## src/rtl/core_pkg.sv

```systemverilog
// Shared core-wide constants and the fetch-entry record handed from fetch to decode.
package core_pkg;

  localparam int XLEN = 32;
  localparam logic [XLEN-1:0] RESET_PC = 32'h0000_0000;
  localparam int PC_INCR = 4;

  typedef struct packed {
    logic [XLEN-1:0] pc;
    logic [XLEN-1:0] instr;
  } fetch_entry_t;

endpackage

```

## src/rtl/fetch_fifo.sv

```systemverilog
// Small shift-register FIFO. The head is always entry 0, so it keeps its last value
// when the FIFO drains; flush only clears the count.
module fetch_fifo #(
  parameter int WIDTH = 32,
  parameter int DEPTH = 2,
  localparam int CW = $clog2(DEPTH + 1)
) (
  input  logic             clk,
  input  logic             rst,
  input  logic             push_i,
  input  logic [WIDTH-1:0] push_data_i,
  input  logic             pop_i,
  input  logic             flush_i,
  output logic [CW-1:0]    count_o,
  output logic [WIDTH-1:0] head_o
);

  logic [WIDTH-1:0] mem_q [DEPTH];
  logic [WIDTH-1:0] mem_d [DEPTH];
  logic [CW-1:0]    count_q, count_d;
  logic             pop_eff, push_eff;
  logic [CW-1:0]    wr_idx;

  assign pop_eff  = pop_i && (count_q != '0);
  assign push_eff = push_i && ((count_q != CW'(DEPTH)) || pop_eff);
  assign wr_idx   = pop_eff ? count_q - CW'(1) : count_q;

  // NOTE: every signal written here gets a default first, otherwise paths that skip an assignment infer latches.
  always_comb begin
    mem_d   = mem_q;
    count_d = count_q;
    if (flush_i) begin
      count_d = '0;
    end else begin
      // Shift only when something remains behind the head, so a drained head holds its value.
      if (pop_eff && count_q > CW'(1)) begin
        for (int i = 0; i < DEPTH - 1; i++) mem_d[i] = mem_q[i + 1];
      end
      if (push_eff) begin
        for (int i = 0; i < DEPTH; i++) begin
          if (CW'(i) == wr_idx) mem_d[i] = push_data_i;
        end
      end
      count_d = count_q + CW'(push_eff) - CW'(pop_eff);
    end
  end

  // NOTE: storage is reset as well because the head is a visible output that must read 0 out of reset; at this depth it is only a few flops.
  always_ff @(posedge clk or negedge rst) begin
    if (!rst) begin
      count_q <= '0;
      for (int i = 0; i < DEPTH; i++) mem_q[i] <= '0;
    end else begin
      // NOTE: non-blocking assignments so every flop samples the pre-edge values.
      count_q <= count_d;
      mem_q   <= mem_d;
    end
  end

  assign count_o = count_q;
  assign head_o  = mem_q[0];

endmodule

```

## src/rtl/ifetch_queue.sv

```systemverilog
// Instruction-fetch stage: owns the fetch pointer, issues credit-limited word requests,
// pairs in-order responses with their pc and queues them for decode; redirects squash younger work.
module ifetch_queue #(
  parameter int              XLEN     = core_pkg::XLEN,
  parameter int              DEPTH    = 2,
  parameter logic [XLEN-1:0] RESET_PC = core_pkg::RESET_PC
) (
  input  logic            clk,
  input  logic            rst,
  input  logic            redirect_valid,
  input  logic [XLEN-1:0] redirect_pc,
  output logic            imem_req_valid,
  input  logic            imem_req_ready,
  output logic [XLEN-1:0] imem_req_addr,
  input  logic            imem_rsp_valid,
  input  logic [XLEN-1:0] imem_rsp_data,
  output logic            id_valid,
  input  logic            id_ready,
  output logic [XLEN-1:0] id_pc,
  output logic [XLEN-1:0] id_instr,
  output logic [XLEN-1:0] fetch_pc
);
  import core_pkg::fetch_entry_t;
  import core_pkg::PC_INCR;

  localparam int CW = $clog2(DEPTH + 1);

  logic [XLEN-1:0] fetch_pc_q, fetch_pc_d;
  logic [CW-1:0]   inflight_q, inflight_d;
  logic [CW-1:0]   drop_q, drop_d;

  logic [CW-1:0]   out_count;
  logic [CW-1:0]   unused_pend_count;
  logic [XLEN-1:0] pend_pc;
  fetch_entry_t    out_head, out_push_data;
  logic [CW:0]     occupancy;
  logic            issue, drop_now, out_push, id_pop;

  // Every outstanding request owns an output slot, so a response can never find the queue full.
  assign occupancy      = {1'b0, out_count} + {1'b0, inflight_q};
  assign imem_req_valid = rst && !redirect_valid && (occupancy < (CW + 1)'(DEPTH));
  assign issue          = imem_req_valid && imem_req_ready;
  assign drop_now       = imem_rsp_valid && (drop_q != '0);
  assign out_push       = imem_rsp_valid && !drop_now && !redirect_valid;
  assign id_pop         = id_valid && id_ready;
  assign out_push_data  = '{pc: pend_pc, instr: imem_rsp_data};

  always_comb begin
    fetch_pc_d = fetch_pc_q;
    inflight_d = inflight_q + CW'(issue) - CW'(imem_rsp_valid);
    drop_d     = drop_q;
    if (redirect_valid) begin
      fetch_pc_d = redirect_pc & ~XLEN'(3);
      // No issue can happen in a redirect cycle, so only this cycle's response leaves the stale set.
      drop_d     = inflight_q - CW'(imem_rsp_valid);
    end else begin
      if (issue)    fetch_pc_d = fetch_pc_q + XLEN'(PC_INCR);
      if (drop_now) drop_d     = drop_q - CW'(1);
    end
  end

  always_ff @(posedge clk or negedge rst) begin
    if (!rst) begin
      fetch_pc_q <= RESET_PC;
      inflight_q <= '0;
      drop_q     <= '0;
    end else begin
      fetch_pc_q <= fetch_pc_d;
      inflight_q <= inflight_d;
      drop_q     <= drop_d;
    end
  end

  fetch_fifo #(.WIDTH(XLEN), .DEPTH(DEPTH)) u_pend_fifo (
    .clk         (clk),
    .rst         (rst),
    .push_i      (issue),
    .push_data_i (fetch_pc_q),
    .pop_i       (imem_rsp_valid),
    .flush_i     (1'b0),
    .count_o     (unused_pend_count),
    .head_o      (pend_pc)
  );

  fetch_fifo #(.WIDTH($bits(fetch_entry_t)), .DEPTH(DEPTH)) u_out_fifo (
    .clk         (clk),
    .rst         (rst),
    .push_i      (out_push),
    .push_data_i (out_push_data),
    .pop_i       (id_pop),
    .flush_i     (redirect_valid),
    .count_o     (out_count),
    .head_o      (out_head)
  );

  assign id_valid      = (out_count != '0);
  assign id_pc         = out_head.pc;
  assign id_instr      = out_head.instr;
  assign imem_req_addr = fetch_pc_q;
  assign fetch_pc      = fetch_pc_q;

  a_rsp_needs_inflight: assert property (@(posedge clk) disable iff (!rst)
    !(imem_rsp_valid && inflight_q == '0));
  a_req_addr_aligned: assert property (@(posedge clk) disable iff (!rst)
    imem_req_addr[1:0] == 2'b00);

endmodule
```

## config.mk

```make
export PLATFORM = sky130hd
export DESIGN_NAME = ifetch_queue
export DESIGN_NICKNAME = d
export VERILOG_FILES = /design/src/rtl/core_pkg.sv /design/src/rtl/fetch_fifo.sv /design/src/rtl/ifetch_queue.sv
export SDC_FILE = /design/constraint.sdc
export NUM_CORES = 1
export LEC_CHECK = 0
export BUFFER_PORTS_ARGS = -buffer_cell sky130_fd_sc_hd__buf_2
export CORE_MARGIN = 3
export CORE_UTILIZATION = 45
export CTS_CLUSTER_SIZE = 30
export DETAILED_ROUTE_END_ITERATION = 16
export PLACE_DENSITY = 0.66
export SYNTH_ARGS = -nofsm -noshare
export SYNTH_HDL_FRONTEND = slang
export SYNTH_SLANG_ARGS = --single-unit
```

## constraint.sdc

```tcl
create_clock -name clk -period 2.3 [get_ports clk]
set_clock_uncertainty 0.05 [all_clocks]
set_input_delay 0.69 -clock clk [delete_from_list [all_inputs] [get_ports clk]]
set_output_delay 0.69 -clock clk [all_outputs]
set_load 0.03 [all_outputs]
```

==> flow_summary.ini, run 1 <==
[worst_setup_path]
crit_chain = inv_2, nor2_4, fa_2, nor4b_4, buf_4, buf_6
worstSetupStartpointType = flop
required_ns = 1.56
path_class = reg -> out
crit_fanout = 2
cpPeakStageDelay_ns = 0.48
crit_slowest_cell = fa_2
critPathCaptureType = output port
arrival_ns = 2.11

[sta]
layout_setup_ws_ns = -0.548
period_needed_ns = 2.85
slew_violations = 0
clock.fmax_mhz = 351
report.final.hold_viol_count = 0
post-route-period-util = 1.24
finalSetupViolCount = 215
slew_headroom = 0.474
worst_pin_slew_ns = 0.789
rsz0062_at_grt = yes

[global_routing]
grt_max_degree = 131
grtUsageTotal = 0.224
grt_pass1_vias = 9576
antenna_found_initial = 0
overflow = 0
grt_pass1_wl_um = 53000

[detailed_routing]
viasPerCell = 5.90
drc = 0
drt_iter0_markers = 652
dr.pass1.iters = 5
ant_nets = 0
wl_per_cell_um = 22.3
routed_wl_um = 36800
num_vias = 9746

[cts]
clock_latency_ns = 0.52
cts_hold_buf = 0
path_clk_slew_ns = 0.06
clk_path_buf_depth = 3
htreeDepth = 1
cts_tree = yes
cts_buffers = 26
cts_root_buffer = clkbuf_16
clock-sinks = 228

[power]
p_leak_nw = 7.15
p_comb_frac = 0.456
internal-power_mw = 11.9
switching_share = 0.364
ir_worst_vdd_v = 0.000575
switching_power_mw = 6.82
seqPwrFrac = 0.330
clock_power_share = 0.214
power_density_nw_per_um2 = 1160

[placement]
hpwl_um = 19600
gp_congestion = 0.767
dp_cells = 1548
portBuffers = 193

[final_layout]
stdcell_count = 1651
regArea_um2 = 5710
multi_input_area_um2 = 6190
n_fill_cell = 2052
drive_gt1_frac = 0.449
area_growth_syn_to_layout_pct = 32.4
finalCoreUtilization = 0.613
layout.nets = 1389

[synth]
synth_cells = 1119
synth-main-ff-cell = dfrtp_1
synth_area_um2 = 12200
synth_top_area_cell = dfrtp_1
yosysWarnings = 0
synth-edff-count = 0
syn_avg_cell_area_um2 = 10.9
ys_top_cells_by_area = dfrtp_1 (47%), mux2_2 (13%), buf_4 (6.2%)
synth_seq_cells = 228
synth.distinct_cells = 51
postSynth.asyncResetShare = 1.00
yosysSeqAreaShare = 0.468
synth_top_area_share = 0.468

[status]
outcome = finished, violations left
violations = setup timing

[job]
cap_violations = 0

[floorplan]
die_h_um = 171
fp.coreArea_um2 = 26400
ios = 200
die-area_um2 = 29100
chipWidth_um = 171
initial_core_util = 0.463
fp-row-count = 59

[worst_hold_path]
hold_path.class = in -> async
==> layout by cell type, fill, tap and decap left out, types with 5 or more instances in the layout <==
cell / netlist / routed
dfrtp_1: 228 / 227
buf_2: 16 / 190
mux2_4: 0 / 115
nand2_1: 95 / 94
nand3_1: 77 / 75
buf_4: 101 / 72
a32oi_1: 64 / 64
and2_1: 64 / 64
a311o_1: 64 / 64
clkbuf_16: 0 / 37
mux2_2: 144 / 35
buf_12: 0 / 30
buf_6: 0 / 30
nor2_1: 21 / 19
xnor2_1: 15 / 12
o31ai_1: 13 / 12
a31oi_1: 13 / 12
or4_1: 16 / 10
inv_1: 16 / 8
nor3_4: 1 / 8
ha_1: 15 / 8
o21ai_0: 12 / 7
nand4_1: 7 / 7
ha_4: 0 / 7
buf_16: 0 / 7
mux2i_1: 6 / 6
or4_4: 0 / 6
clkbuf_8: 0 / 6
o21ai_1: 1 / 5
clkbuf_1: 71 / 5
==> stage by stage <==
step	setup WS (ns)	hold slack (ns)	instance area (µm²)	TNS, ns	power, mW
4_1_cts	-0.623	0.0285	15200	-63.81	17.8
6_report	-0.548	0.0461	16200	-62.40	18.8
3_5_place_dp	-0.339	0.425	13600	-37.37	12.9
5_1_grt	-0.612	0.0376	16200	-78.35	19.7
3_3_place_gp	-0.250	0.411	13600	-25.56	12.7
2_1_floorplan	-0.434	0.344	12400	-31.56	11.0
==> power by group through the flow <==
stage / combinational, mW / sequential (mW) / clock [mW]
after floorplan: 4.97 / 6.02 / 0
after global placement: 6.65 / 6.08 / 0
after detailed placement: 6.79 / 6.15 / 0
after CTS: 7.58 / 6.11 / 4.08
after global routing: 9.11 / 6.33 / 4.27
final: 8.56 / 6.18 / 4.01
==> timing repair <==
action	in CTS	in global routing
endpoints found under the hold margin	0	0
buffers inserted	24	20
cloned	6	15
setup endpoints to repair	213	222
gates resized for setup	94	139
pin swaps	39	43
==> flip-flops by register name (all words and copies together), names as in the netlist <==
signal and flops:
u_pend_fifo.head_o 32, u_pend_fifo.count_o 2, u_out_fifo.count_o 2, u_pend_fifo.mem_q 30, u_out_fifo.head_o 64, fetch_pc 30
inflight_q 2, u_out_fifo.mem_q 64, drop_q 2
==> kinds of logic (layout without fill, tap and decap cells) <==
kind of cell | Yosys count | after routing | share of synthesized area
adder cells (fa/ha/maj) | 16 | 16 | 0.0170
AND/OR/NAND/NOR | 312 | 312 | 0.135
flip-flops | 228 | 228 | 0.468
XOR/XNOR | 17 | 17 | 0.0122
AO/OA/AOI/OAI | 181 | 181 | 0.128
other | 1 | 5 | 0.000307
multiplexers | 156 | 156 | 0.143
buffers and inverters | 208 | 401 | 0.0967
==> path summary, 6_finish.rpt <==
kind / start / cells after the start / slack (ns) / to
worst max-delay path: u_out_fifo.count_o[0]$_DFF_PN0_ / 6 / -0.55 / imem_req_valid
max in group asynchronous: rst / 4 / 0.85 / u_out_fifo.head_o[47]$_DFFE_PN0N_
min in group clk: redirect_pc[2] / 3 / 0.33 / fetch_pc[2]$_DFFE_PN0P_
worst min-delay path: rst / 2 / 0.05 / inflight_q[0]$_DFF_PN0_
worst min register to register: u_pend_fifo.mem_q[30]$_DFFE_PN0P_ / 1 / 0.46 / u_pend_fifo.mem_q[30]$_DFFE_PN0P_
worst max register to register: u_out_fifo.count_o[0]$_DFF_PN0_ / 10 / -0.47 / fetch_pc[27]$_DFFE_PN0P_
==> final cells by class <==
cell class                      count  area share
Multi-Input combinational cell    686       0.383
Tap cell                          335      0.0259
Inverter                           17     0.00503
Antenna cell                        1    0.000155
Clock buffer                       38      0.0481
Timing Repair Buffer              344       0.182
Sequential cell                   228       0.353
Clock inverter                      2     0.00217
==> cell usage after synthesis (6+ instances only) <==
master      n
clkbuf_1   71
and2_1     64
mux2_2    144
o31ai_1    13
a31oi_1    13
xnor2_1    15
buf_4     101
a32oi_1    64
nand3_1    77
o21ai_0    12
buf_2      16
ha_1       15
mux2i_1     6
o311ai_0    6
dfrtp_1   228
inv_1      16
or4_1      16
nand2_1    95
a311o_1    64
nand4_1     7
mux2_1      6
nor2_1     21
==> critical path: cells and delay by family, from the launching register on <==
family,cells,cell delay [ns]
adder cells (fa/ha/maj),1,0.48
buffers and inverters,3,0.37
flip-flops,1,0.38
AND/OR/NAND/NOR,2,0.37
==> routing by layer <==
metal | wire [µm] | global-route usage | vias to the layer above | part of all wire
met5 | 0 | 0 | - | 0
met4 | 944 | 0.0582 | 0 | 0.026
met3 | 2430 | 0.0349 | 67 | 0.066
met2 | 17200 | 0.363 | 349 | 0.47
met1 | 16100 | 0.316 | 4925 | 0.44
li1 | - | - | 4405 | -
Power figures use the tool's default switching activity.
==> run 2, diff against run 1 <==
--- a/config.mk
+++ b/config.mk
@@ -6,11 +6,13 @@
 export NUM_CORES = 1
 export LEC_CHECK = 0
 export BUFFER_PORTS_ARGS = -buffer_cell sky130_fd_sc_hd__buf_2
+export CELL_PAD_IN_SITES_DETAIL_PLACEMENT = 1
+export CELL_PAD_IN_SITES_GLOBAL_PLACEMENT = 1
 export CORE_MARGIN = 3
-export CORE_UTILIZATION = 45
+export CORE_UTILIZATION = 41
 export CTS_CLUSTER_SIZE = 30
 export DETAILED_ROUTE_END_ITERATION = 16
-export PLACE_DENSITY = 0.66
+export PLACE_DENSITY = 0.74
 export SYNTH_ARGS = -nofsm -noshare
 export SYNTH_HDL_FRONTEND = slang
 export SYNTH_SLANG_ARGS = --single-unit
==> run 2 against run 1 <==
  * Utilization is 4.3 points lower
  * Routed wire length is 15% higher
  * The flow still finishes with violations (setup timing)
  * Maximum frequency is 1.3% lower
  * Clock power is 1% lower
  * Sequential cell count stayed put
  * Critical path depth stayed put
  * Sequential power is 1% higher
  * Critical endpoint unchanged
  * First-iteration DRC count is 9.7% higher
  * Total power is 4.2% higher
  * Sequential share of layout area is 0.80 points lower
  * Largest power group unchanged
==> flow_summary.ini, run 2 (synthesis results as in run 1) <==
[global_routing]
grtUsageTotal = 0.245
antenna_found_initial = 1
grt_pass1_wl_um = 61700
overflow = 0
grt_pass1_vias = 10500
grt_max_degree = 157

[final_layout]
finalCoreUtilization = 0.570
mostFrequentLayoutCells = dfrtp_1 (227), buf_2 (190), mux2_4 (122)
n_antenna_cell = 0
area_growth_syn_to_layout_pct = 35.5
drive_gt1_frac = 0.460
layout.nets = 1402
final_area_um2 = 16500
final_common_cell = dfrtp_1
multi_input_area_um2 = 6280
n_fill_cell = 2988
regArea_um2 = 5710

[worst_setup_path]
crit_chain = inv_2, nor2_4, fa_2, nor4b_4, buf_4, buf_6
critPathCaptureType = output port
required_ns = 1.56
crit_slowest_cell = fa_2
arrival_ns = 2.15
cpPeakStageDelay_ns = 0.50
path_class = reg -> out
reg2reg_depth = 11
crit_fanout = 2
worstSetupStartpointType = flop

[power]
switching_power_mw = 7.29
p_comb_frac = 0.478
power_density_nw_per_um2 = 1180
clock_power_share = 0.202
ir_worst_vdd_v = 0.000587
p_leak_nw = 7.28
switching_share = 0.373
seqPwrFrac = 0.320
internal-power_mw = 12.3

[floorplan]
die_h_um = 179
die-area_um2 = 31900
chipWidth_um = 179
ios = 200
initial_core_util = 0.421
fp-row-count = 62
fp.coreArea_um2 = 29000

[sta]
layout_setup_ws_ns = -0.586
worst_pin_slew_ns = 0.947
finalSetupViolCount = 219
rsz0062_at_grt = yes
setup-tns-final_ns = -45.31
slew_headroom = 0.369
slew_violations = 0
report.final.hold_viol_count = 0
clock.fmax_mhz = 347
period_needed_ns = 2.89
post-route-period-util = 1.25

[cts]
cts_buffers = 26
path_clk_slew_ns = 0.06
cts_tree = yes
clock-sinks = 228
clock_latency_ns = 0.53
clk_path_buf_depth = 3
cts_root_buffer = clkbuf_16
htreeDepth = 1

[detailed_routing]
viasPerCell = 5.90
routed_wl_um = 42400
num_vias = 10100
drc = 0
dr.pass1.iters = 5
drt_iter0_markers = 715
ant_nets = 0
wl_per_cell_um = 24.7

[placement]
dp_slack_ns = -0.311
portBuffers = 193
gp_congestion = 0.793
dpl_cell_area_um2 = 13600
hpwl_um = 21600

[status]
outcome = finished, violations left
violations = setup timing

[job]
cap_violations = 0

[worst_hold_path]
hold_path.class = in -> async
==> run 2: cell types whose count changed in the layout (fill, tap and decap cells not counted), sizes merged <==
| cell | change |
|---|---|
| bufinv | -1 |
| clkinv | +1 |
| inv | -1 |
| diode | -1 |
| clkbuf | +6 |
| buf | +13 |
==> run 2: power groups by stage <==
stage	Sequential, mW	Clock (mW)	Combinational (mW)
final	6.25	3.95	9.35
after detailed placement	6.19	0	6.99
after CTS	6.16	4.02	8.26
after floorplan	6.02	0	4.97
after global routing	6.39	4.21	9.88
after global placement	6.08	0	6.76
==> run 2: critical path: cells and delay by family (launching register included) <==
family	cells	cell delay (ns)
fa+ha+maj	1	0.50
buf+inv	3	0.40
flops	1	0.38
simple gates	2	0.33
==> run 2: layout make-up <==
type                       count  area share
multi-input combinational    686       0.380
sequential                   228       0.345
timing repair buffer         357       0.192
clock buffer                  44      0.0478
tap                          384      0.0291
inverter                      17     0.00522
clock inverter                 1    0.000303
==> run 2: final timing paths <==
check	end	slack [ns]	start
worst min register to register	u_pend_fifo.mem_q[28]$_DFFE_PN0P_	0.46	u_pend_fifo.mem_q[28]$_DFFE_PN0P_
worst max-delay path	imem_req_valid	-0.59	u_out_fifo.count_o[0]$_DFF_PN0_
worst max register to register	fetch_pc[24]$_DFFE_PN0P_	-0.50	u_out_fifo.count_o[0]$_DFF_PN0_
min in group clk	fetch_pc[5]$_DFFE_PN0P_	0.32	redirect_pc[5]
max in group asynchronous	fetch_pc[20]$_DFFE_PN0P_	1.05	rst
worst min-delay path	u_out_fifo.head_o[25]$_DFFE_PN0N_	0.04	rst
==> run 2: what timing repair did <==
action                                  CTS  global route
buffers inserted                         26            29
hold buffers                              0             0
cloned                                   19            14
endpoints found under the setup margin  213           228
resized for setup                       182           102
pin swaps                                33           100
==> run 2: metrics by stage <==
stage,hold WS (ns),instances,power [mW]
3_5_place_dp,0.443,1596,13.2
5_1_grt,0.0251,1717,20.5
6_report,0.0423,1717,19.6
2_1_floorplan,0.344,1122,11.0
3_3_place_gp,0.413,1596,12.8
4_1_cts,0.0242,1684,18.4
==> run 2: routing by layer <==
metal  track usage  vias up  part of all wire  wire [µm]
li1              -     4445                 -          -
met1         0.336     5253              0.44      18500
met2         0.414      359              0.49      20700
met3        0.0317       78             0.051       2160
met4        0.0571        2             0.024       1020
met5             0        -           0.00031         13
